<file path="src/rtl/cep_decoder_stream_pkg.sv">
// Shared CEP packet layout, length caps, state encodings and small helpers
// used by the CEP receive-side decoder and its field extractor.
package cep_decoder_stream_pkg;

  localparam int CEP_WORD_WIDTH = 64;
  localparam int CEP_NUM_WORDS  = 8;
  localparam int CEP_DATA_WIDTH = CEP_WORD_WIDTH * CEP_NUM_WORDS;
  localparam int CEP_IDX_WIDTH  = $clog2(CEP_NUM_WORDS);

  // Field positions are absolute bit offsets in the packet (word 0 at the LSBs)
  localparam int CEP_MSG_TYPE_LSB     = 0;
  localparam int CEP_MSG_TYPE_W       = 8;
  localparam int CEP_LENGTH_LSB       = 8;
  localparam int CEP_LENGTH_W         = 8;
  localparam int CEP_MSHRID_LSB       = 16;
  localparam int CEP_MSHRID_W         = 8;
  localparam int CEP_MESI_LSB         = 24;
  localparam int CEP_MESI_W           = 2;
  localparam int CEP_SUBLINE_ID_LSB   = 26;
  localparam int CEP_SUBLINE_ID_W     = 2;
  localparam int CEP_LAST_SUBLINE_POS = 28;
  localparam int CEP_IS_REQUEST_POS   = 29;
  localparam int CEP_ADDR_LSB         = 64;
  localparam int CEP_ADDR_W           = 48;
  localparam int CEP_DATA_SIZE_LSB    = 112;
  localparam int CEP_DATA_SIZE_W      = 3;
  localparam int CEP_CACHE_TYPE_POS   = 115;
  localparam int CEP_SRC_CHIPID_LSB   = 116;
  localparam int CEP_SRC_CHIPID_W     = 12;

  localparam logic [CEP_IDX_WIDTH-1:0] CEP_REQ_MAX_WORDS  = 3'd5;
  localparam logic [CEP_IDX_WIDTH-1:0] CEP_RESP_MAX_WORDS = 3'd7;
  localparam logic [CEP_IDX_WIDTH-1:0] CEP_REQ_DATA_BASE  = 3'd3;
  localparam logic [CEP_IDX_WIDTH-1:0] CEP_RESP_DATA_BASE = 3'd1;

  typedef enum logic [1:0] {
    ST_IDLE = 2'd0,
    ST_HDR  = 2'd1,
    ST_DATA = 2'd2
  } cep_state_e;

  typedef struct packed {
    logic                        is_request;
    logic                        last_subline;
    logic [CEP_SUBLINE_ID_W-1:0] subline_id;
    logic [CEP_MESI_W-1:0]       mesi;
    logic [CEP_MSHRID_W-1:0]     mshrid;
    logic [CEP_MSG_TYPE_W-1:0]   msg_type;
    logic [CEP_LENGTH_W-1:0]     length;
    logic [CEP_DATA_SIZE_W-1:0]  data_size;
    logic                        cache_type;
    logic [CEP_ADDR_W-1:0]       addr;
    logic [CEP_SRC_CHIPID_W-1:0] src_chipid;
  } cep_fields_t;

  function automatic logic [CEP_WORD_WIDTH-1:0] cep_word(
    input logic [CEP_DATA_WIDTH-1:0] pkt,
    input logic [CEP_IDX_WIDTH-1:0]  idx
  );
    return pkt[int'(idx)*CEP_WORD_WIDTH +: CEP_WORD_WIDTH];
  endfunction

  function automatic logic [CEP_LENGTH_W-1:0] cep_len_cap(input logic is_req);
    return is_req ? {5'd0, CEP_REQ_MAX_WORDS} : {5'd0, CEP_RESP_MAX_WORDS};
  endfunction

  function automatic logic cep_len_over(
    input logic                    is_req,
    input logic [CEP_LENGTH_W-1:0] length
  );
    return (length > cep_len_cap(is_req));
  endfunction

  function automatic logic [CEP_IDX_WIDTH-1:0] cep_eff_len(
    input logic                    is_req,
    input logic [CEP_LENGTH_W-1:0] length
  );
    logic [CEP_LENGTH_W-1:0] cap;
    cap = cep_len_cap(is_req);
    return cep_len_over(is_req, length) ? cap[CEP_IDX_WIDTH-1:0] : length[CEP_IDX_WIDTH-1:0];
  endfunction

endpackage

</file>
<file path="src/rtl/cep_decoder_stream_field_decoder.sv">
// Purely combinational extraction of the CEP header fields from a packet;
// request-only fields read as zero for responses.
module cep_field_decoder
  import cep_decoder_stream_pkg::*;
(
  input  logic [CEP_DATA_WIDTH-1:0] pkt,
  output cep_fields_t               fields
);

  // Words 2..7 and the top of word 0 carry no header information here
  logic unused_bits_s;
  assign unused_bits_s = ^{pkt[CEP_DATA_WIDTH-1:128], pkt[63:30]};

  // Common fields always decode; request-only fields only for requests
  always_comb begin
    fields              = '0;
    fields.is_request   = pkt[CEP_IS_REQUEST_POS];
    fields.last_subline = pkt[CEP_LAST_SUBLINE_POS];
    fields.subline_id   = pkt[CEP_SUBLINE_ID_LSB +: CEP_SUBLINE_ID_W];
    fields.mesi         = pkt[CEP_MESI_LSB +: CEP_MESI_W];
    fields.mshrid       = pkt[CEP_MSHRID_LSB +: CEP_MSHRID_W];
    fields.msg_type     = pkt[CEP_MSG_TYPE_LSB +: CEP_MSG_TYPE_W];
    fields.length       = pkt[CEP_LENGTH_LSB +: CEP_LENGTH_W];
    if (pkt[CEP_IS_REQUEST_POS]) begin
      fields.data_size  = pkt[CEP_DATA_SIZE_LSB +: CEP_DATA_SIZE_W];
      fields.cache_type = pkt[CEP_CACHE_TYPE_POS];
      fields.addr       = pkt[CEP_ADDR_LSB +: CEP_ADDR_W];
      fields.src_chipid = pkt[CEP_SRC_CHIPID_LSB +: CEP_SRC_CHIPID_W];
    end else begin
      fields.data_size  = {CEP_DATA_SIZE_W{1'b0}};
      fields.cache_type = 1'b0;
      fields.addr       = {CEP_ADDR_W{1'b0}};
      fields.src_chipid = {CEP_SRC_CHIPID_W{1'b0}};
    end
  end

endmodule

</file>
<file path="src/rtl/cep_decoder_stream.sv">
// CEP receive-side decoder: accepts one full packet per handshake and streams
// it out as a header beat followed by the (clamped) payload words.
module cep_decoder_stream
  import cep_decoder_stream_pkg::*;
(
  input  logic                        clk,
  input  logic                        rst,
  input  logic                        cep_val,
  output logic                        cep_rdy,
  input  logic [CEP_DATA_WIDTH-1:0]   cep_pkg,
  output logic                        out_val,
  input  logic                        out_rdy,
  output logic                        out_hdr,
  output logic                        out_last,
  output logic [CEP_WORD_WIDTH-1:0]   out_data,
  output logic                        out_is_request,
  output logic                        out_last_subline,
  output logic [CEP_SUBLINE_ID_W-1:0] out_subline_id,
  output logic [CEP_MESI_W-1:0]       out_mesi,
  output logic [CEP_MSHRID_W-1:0]     out_mshrid,
  output logic [CEP_MSG_TYPE_W-1:0]   out_msg_type,
  output logic [CEP_LENGTH_W-1:0]     out_length,
  output logic [CEP_DATA_SIZE_W-1:0]  out_data_size,
  output logic                        out_cache_type,
  output logic [CEP_ADDR_W-1:0]       out_addr,
  output logic [CEP_SRC_CHIPID_W-1:0] out_src_chipid,
  output logic                        out_len_err
);

  cep_state_e                state_r;
  logic [CEP_DATA_WIDTH-1:0] pkt_r;
  logic [CEP_IDX_WIDTH-1:0]  idx_r;
  logic [CEP_IDX_WIDTH-1:0]  eff_len_r;
  cep_fields_t               fld_s;
  logic                      end_s;
  logic                      load_s;
  logic [CEP_IDX_WIDTH-1:0]  base_s;
  logic [CEP_IDX_WIDTH-1:0]  idx_nxt_s;
  logic [CEP_IDX_WIDTH-1:0]  word_nxt_s;
  logic                      in_req_s;
  logic [CEP_LENGTH_W-1:0]   in_len_s;
  logic [CEP_IDX_WIDTH-1:0]  in_eff_s;
  logic                      in_over_s;

  cep_field_decoder u_field_decoder (
    .pkt    (pkt_r),
    .fields (fld_s)
  );

  // Handshake glue; cep_rdy only looks at out_rdy during the last beat
  always_comb begin
    end_s      = out_val && out_rdy && out_last;
    cep_rdy    = (state_r == ST_IDLE) || end_s;
    load_s     = cep_val && cep_rdy;
    base_s     = fld_s.is_request ? CEP_REQ_DATA_BASE : CEP_RESP_DATA_BASE;
    idx_nxt_s  = idx_r + 3'd1;
    word_nxt_s = base_s + idx_nxt_s;
    in_req_s   = cep_pkg[CEP_IS_REQUEST_POS];
    in_len_s   = cep_pkg[CEP_LENGTH_LSB +: CEP_LENGTH_W];
    in_eff_s   = cep_eff_len(in_req_s, in_len_s);
    in_over_s  = cep_len_over(in_req_s, in_len_s);
  end

  // Packet FSM with all beat outputs registered
  always_ff @(posedge clk or posedge rst) begin
    if (rst) begin
      state_r     <= ST_IDLE;
      pkt_r       <= {CEP_DATA_WIDTH{1'b0}};
      idx_r       <= 3'd0;
      eff_len_r   <= 3'd0;
      out_val     <= 1'b0;
      out_hdr     <= 1'b0;
      out_last    <= 1'b0;
      out_data    <= {CEP_WORD_WIDTH{1'b0}};
      out_len_err <= 1'b0;
    end else if (load_s) begin
      // Also taken on the last-beat handshake, giving bubble-free packets
      state_r     <= ST_HDR;
      pkt_r       <= cep_pkg;
      idx_r       <= 3'd0;
      eff_len_r   <= in_eff_s;
      out_val     <= 1'b1;
      out_hdr     <= 1'b1;
      out_last    <= (in_eff_s == 3'd0);
      out_data    <= {CEP_WORD_WIDTH{1'b0}};
      out_len_err <= in_over_s;
    end else if (end_s) begin
      state_r     <= ST_IDLE;
      idx_r       <= 3'd0;
      out_val     <= 1'b0;
      out_hdr     <= 1'b0;
      out_last    <= 1'b0;
      out_data    <= {CEP_WORD_WIDTH{1'b0}};
      out_len_err <= 1'b0;
    end else begin
      case (state_r)
        ST_IDLE: begin
          state_r <= ST_IDLE;
        end
        ST_HDR: begin
          if (out_rdy) begin
            state_r  <= ST_DATA;
            idx_r    <= 3'd0;
            out_hdr  <= 1'b0;
            out_data <= cep_word(pkt_r, base_s);
            out_last <= (eff_len_r == 3'd1);
          end
        end
        ST_DATA: begin
          if (out_rdy) begin
            idx_r    <= idx_nxt_s;
            out_data <= cep_word(pkt_r, word_nxt_s);
            out_last <= (idx_nxt_s == (eff_len_r - 3'd1));
          end
        end
        default: begin
          state_r     <= ST_IDLE;
          idx_r       <= 3'd0;
          out_val     <= 1'b0;
          out_hdr     <= 1'b0;
          out_last    <= 1'b0;
          out_data    <= {CEP_WORD_WIDTH{1'b0}};
          out_len_err <= 1'b0;
        end
      endcase
    end
  end

  assign out_is_request   = fld_s.is_request;
  assign out_last_subline = fld_s.last_subline;
  assign out_subline_id   = fld_s.subline_id;
  assign out_mesi         = fld_s.mesi;
  assign out_mshrid       = fld_s.mshrid;
  assign out_msg_type     = fld_s.msg_type;
  assign out_length       = fld_s.length;
  assign out_data_size    = fld_s.data_size;
  assign out_cache_type   = fld_s.cache_type;
  assign out_addr         = fld_s.addr;
  assign out_src_chipid   = fld_s.src_chipid;

endmodule

</file>
<file path="config.mk">
export PLATFORM = sky130hd
export DESIGN_NAME = cep_decoder_stream
export DESIGN_NICKNAME = d
export VERILOG_FILES = /design/src/rtl/cep_decoder_stream_pkg.sv /design/src/rtl/cep_decoder_stream_field_decoder.sv /design/src/rtl/cep_decoder_stream.sv
export SDC_FILE = /design/constraint.sdc
export NUM_CORES = 2
export LEC_CHECK = 0
export CAP_MARGIN = 40
export CORE_AREA = 4 4 264 266
export DETAILED_ROUTE_END_ITERATION = 8
export DIE_AREA = 0 0 268 270
export PLACE_DENSITY = 0.71
export SYNTH_ARGS = -nofsm -noshare
export SYNTH_HDL_FRONTEND = slang
export SYNTH_SLANG_ARGS = --single-unit
</file>
<file path="constraint.sdc">
create_clock -name clk -period 50.4 [get_ports clk]
set_clock_uncertainty 0.2 [all_clocks]
set_input_delay 12.6 -clock clk [delete_from_list [all_inputs] [get_ports clk]]
set_output_delay 12.6 -clock clk [all_outputs]
set_load 0.02 [all_outputs]
</file>
* Word-level counts from Yosys, hierarchy flattened *
Cells that the tools add are included.

cells by class
  $add $sub $neg = 3
  magnitude comparators = 1
  eq/ne operators = 10
  shift-type cells = 2
  multiplexer cells = 31
  reduce and logical (&&, ||, !) cells = 11

operators with widths
  cell                                                                      count
  512-bit by 10-bit variable part select with 64-bit output                 1
  512-bit by 9-bit variable part select with 64-bit output                  1
  64-bit 2-to-1 mux                                                         5
  64-bit case mux with 3 select lines                                       1
  3-bit 2-to-1 mux                                                          5
  1-bit 2-to-1 mux                                                          11
  2-bit 2-to-1 mux                                                          5
  3-bit case mux with 3 select lines                                        1
  8-bit by 3-bit greater-than comparator with 1-bit output                  1
  4-bit inequality test (second input constant)                             2
  3-bit by 1-bit inequality test with 1-bit output (second input constant)  2
  3-bit inequality test (second input constant)                             2
  2-bit case mux with 2 select lines                                        1
  2-bit AND reduction                                                       2
  2-bit by 3-bit adder with 3-bit output                                    1
  3-bit by 1-bit adder with 3-bit output (second input constant)            1
  3-bit by 1-bit equality test with 1-bit output (second input constant)    1
  3-bit equality test                                                       1
  1-bit logical AND                                                         3
  3-bit zero test                                                           1
  1-bit case mux with 3 select lines                                        1
  3-bit AND reduction                                                       1
  3-bit OR reduction                                                        1
  3-bit by 1-bit subtractor with 3-bit output (second input constant)       1
  6 further kinds                                                           6

storage, ports and cells
  bits in registers = 588
  output and inout port bits = 163
  logic and storage cells = 67

* Longest topological paths before layout *
  depth after elaboration = 7
  depth in mapped cells = 10

* Hierarchy *
From an unflattened synthesis, not the netlist that was laid out.

unflattened totals
  cells, all modules = 3386
  area total of the unflattened synthesis = 29692.2 um^2

by module, submodules not included
  module              times used  cells each  area an instance (um^2)  sequential area each (um^2)
  cep_decoder_stream  1           3286        28956.5                  14714.1
  cep_field_decoder   1           100         735.7                    0.0

* Least setup slack after synthesis *
Ideal clock, no wire load.

  path kind = input to output
  start point = input out_rdy
  end point = output cep_rdy
  arrival = 13062 ps
  data required time = 37600 ps
  path slack = 24538 ps
  cell stages on the path = 2
  path buffers = 0
  cell sequence = a31oi_1 > inv_1

between the ends
  cells in the longest elaborated chain, start to end = 3

ends and longest elaborated chain
  what                             line                      RTL
  from (decl)                      cep_decoder_stream.sv:12  input logic out_rdy,
  1-bit logical AND (2 in series)  cep_decoder_stream.sv:52  end_s = out_val && out_rdy && out_last;
  1-bit logical OR                 cep_decoder_stream.sv:53  cep_rdy = (state_r == ST_IDLE) || end_s;
  to (decl)                        cep_decoder_stream.sv:9   output logic cep_rdy,

Every way passes these cells.

* Final worst setup path *
Ends and elaborated chain as after synthesis.

==> summary.md <==
| Metric | Value |
|---|---|
| Outcome | `completed` |
| Core area | `67000 sq um` |
| Pre-CTS setup slack | `23.14 ns` |
| Vias | `25800` |
| Register share of total power | `33.7%` |
| Met3 Use GR | `7.74%` |
| Synth area leaders | `dfrtp_1 (51%), nand2_1 (22%), mux4_2 (5.9%)` |
| Yosys cell types | `60` |
| Critical path class | `input pin to output pin` |
| Sequential area share after synthesis | `50.6%` |
| Yosys Warn Count | `0` |
| Largest net degree at the start of global routing | `201` |
| Port Buffer Count | `678` |
| Critical path capture point | `cep_rdy` |
| Vias in the first global route | `24900` |
| Cell depth of the worst setup path | `4` |
| Hold Worst Slack | `0.266 ns` |
| Die height | `270 microns` |
| Average size of a mapped cell | `8.86 sq um` |
| Hold_buf cts | `0` |
| First-pass GRT wire length | `157000 microns` |
| Antenna-violating nets left | `0` |
| Die area | `72400 sq um` |
| Crit path max fanout | `6` |
| Reg2reg setup slack | `45.79 ns` |
| Grt met1 use | `39.3%` |
| Ys flop type | `dfrtp_1` |
| Layout Nets | `4336` |
| Delay-heaviest family, CP | `buffers and inverters` |
| Final instance area | `38800 sq um` |
| Number of fill cells | `5946` |
| Area Growth Syn to Fin | `33.2%` |
| GRT overflow | `0` |
| Psw | `1.05 mW` |
| CP Buf/Inv Count | `3` |
| Hold Path Class | `register to register` |
| Leakage Power | `18.1 nW` |
| Io pins | `679` |
| RR Endpoint | `out_data[36]` |
| Area leader, netlist | `dfrtp_1` |
| Avg WL per Cell | `22.2 microns` |
| Logic pwr share | `45.9%` |
| Layout cells sized above 1 | `7.40%` |
| FMAX | `36.6 MHz` |
| Placed Instances | `4613` |
| Num rows | `95` |
| Worst slew margin | `23.9%` |
| Final-report hold violation count | `0` |
| Multi-input logic area | `13100 sq um` |
| Max clock buf depth | `3` |
| DIE WIDTH | `268 microns` |
| Crit-path most repeated cell | `clkdlybuf4s50_1` |
| Pwr per Cell Area | `65.5 nW/um^2` |
| Actual slew at the worst max-slew pin | `1.14 ns` |
| Worst setup path start | `out_rdy` |
| Setup tns final | `0 ns` |
| Worst Path Required | `37.60 ns` |
| Setup crit end kind | `output pin` |
| Post-route DRC | `0` |
| Drt pass-1 iters | `6` |
| GR Layer Usage met2 | `42.5%` |
| Busiest metal layer after global routing | `met2` |
| Post-Layout Cell Count | `4768` |
| Final setup violation count | `0` |
| Number of DRC markers in iteration 0 | `2417` |
| Initial antenna violation count | `33` |
| # resized after CTS | `0` |
| Setup bufs post-CTS | `0` |
| Via density | `5.42` |
| Top-area cell type share of the netlist area | `50.6%` |
| Gpl congestion | `0.859` |
| Slowest-stage cell, CP | `clkdlybuf4s50_1` |
| EDFF count, synth | `0` |
| Switching Fraction | `41.5%` |
| Fraction of registers with async set/reset | `100%` |
| Setup slack after layout | `23.11 ns` |
| Final period utilization | `54.1%` |
| R2r worst-path depth | `8` |
| Pint | `1.48 mW` |
| Syn nets | `3807` |
| Total track usage | `28.5%` |
| CTS Buf Count | `70` |
| Worst-skew pair later-pin latency | `0.60 ns` |
| Minimum clock period | `27.29 ns` |
| Initial Util | `43.4%` |
| Flops & latches, synth | `588` |
| RSZ-0062 raised after global routing | `no` |
| CTS Sinks | `588` |
| Pins Over Slew Limit | `0` |
| DP HPWL | `72300 microns` |
| FF-to-FF Start | `idx_r[0]` |
| Crit path launch type | `input pin` |
| Area post-placement | `36300 sq um` |
| Synthesized area | `29100 sq um` |
| Crit path cell chain | `clkdlybuf4s50_1, a31oi_1, inv_1, clkdlybuf4s50_1` |
| Clock power share | `20.4%` |
| MaxCap Viol Count | `0` |
| CTS tree | `built` |
| CTS clk-pin slew, worst paths | `0.05 ns` |
| CTS H-tree depth | `3` |
| FF+latch area | `14700 sq um` |
| WL final | `106000 microns` |
| Clk root buf | `clkbuf_16` |
| Syn Inst Count | `3283` |
| Worst VDD drop | `67.3 uV` |
| Worst path arrival time | `14.49 ns` |
| Crit path largest cell delay | `0.60 ns` |
[cells by family after synthesis]
logic type / count (synthesis) / share of synthesized area (%)
and+or+nand+nor: 1835 / 24.6
DFF: 588 / 50.6
AOI/OAI and AO/OA: 372 / 9.15
buffers and inverters: 274 / 4.60
muxes: 199 / 10.3
adders and majority gates: 8 / 0.344
xor gates and xnor gates: 7 / 0.365
[worst min-delay path by stage]
| stage | cells past startpoint | startpoint | end |
|---|---|---|---|
| final | 2 | pkt_r[484] | pkt_r[484] |
| after global routing | 2 | pkt_r[483] | pkt_r[483] |
| after CTS | 2 | pkt_r[305] | pkt_r[305] |
| after detailed placement | 2 | pkt_r[305] | pkt_r[305] |
| after global placement | 2 | pkt_r[497] | pkt_r[497] |
| after floorplan | 2 | pkt_r[433] | pkt_r[433] |
[stage by stage]
step                      util (%)  power (mW)
after floorplan                  -        1.60
after global placement        53.8        1.97
after detailed placement      54.2        2.01
after CTS                     57.7        2.54
after global routing          57.8        2.70
final                         57.8        2.54
[state kept, by name, summed over array words and instances (netlist names)]
signal / count
state_r: 2
out_last: 1
out_val: 1
eff_len_r: 3
out_hdr: 1
out_data: 64
pkt_r: 512
idx_r: 3
out_len_err: 1
[layout by cell type, fill, tap and decap left out, types with 10 or more instances in the layout]
cell,count
a221oi_1,80
a22o_1,10
mux2i_1,80
diode_2,31
a31oi_1,40
o21ai_1,23
a211oi_1,25
clkdlybuf4s50_1,678
clkbuf_8,21
o22a_1,42
dfrtp_1,586
mux4_2,76
o41ai_1,16
and2_1,81
o21ai_0,61
mux2_2,42
o31ai_1,10
buf_4,27
o22ai_1,16
clkbuf_1,18
a21oi_1,22
nand2_1,1696
clkbuf_16,71
nor2_1,26
[power by group through the flow]
stage               Sequential (mW)  Clock, mW  Combinational, mW
floorplan                     0.815          0              0.788
global placement              0.856          0               1.12
detailed placement            0.852          0               1.16
CTS                           0.848      0.527               1.17
global route                  0.877      0.546               1.28
finish                        0.854      0.518               1.17
[layout make-up]
type                       count  share of cell area (%)
sequential                   588                    38.0
clock buffer                 110                    5.50
antenna                       31                   0.200
multi-input combinational   2421                    33.9
tap                          873                    2.82
clock inverter                14                   0.533
inverter                      11                   0.126
timing repair buffer         720                    19.0
[layer usage]
layer	vias up	share of wire (%)
met2	1047	45
met1	12600	42
met5	-	0.039
li1	11900	-
met4	8	3.9
met3	211	8.6
[cell usage after synthesis, types with 23 or more instances]
master,number
nand2_1,1697
dfrtp_1,588
clkbuf_1,155
and2_1,81
a221oi_1,80
mux2i_1,80
mux4_2,76
o21ai_0,61
buf_2,51
mux2_2,42
o22a_1,42
buf_4,41
a31oi_1,40
nor2_1,27
a211oi_1,25
a21oi_1,23
o21ai_1,23
[worst register-to-register path: stages (launching register included)]
cell and delay, ns:
dfrtp_4 0.66, buf_12 0.28, ha_4 0.51, buf_4 0.73
xnor2_4 0.20, buf_4 0.54, mux4_2 0.65, nor2_1 0.54
o41ai_1 0.15
(Power assumes the default switching activity.)
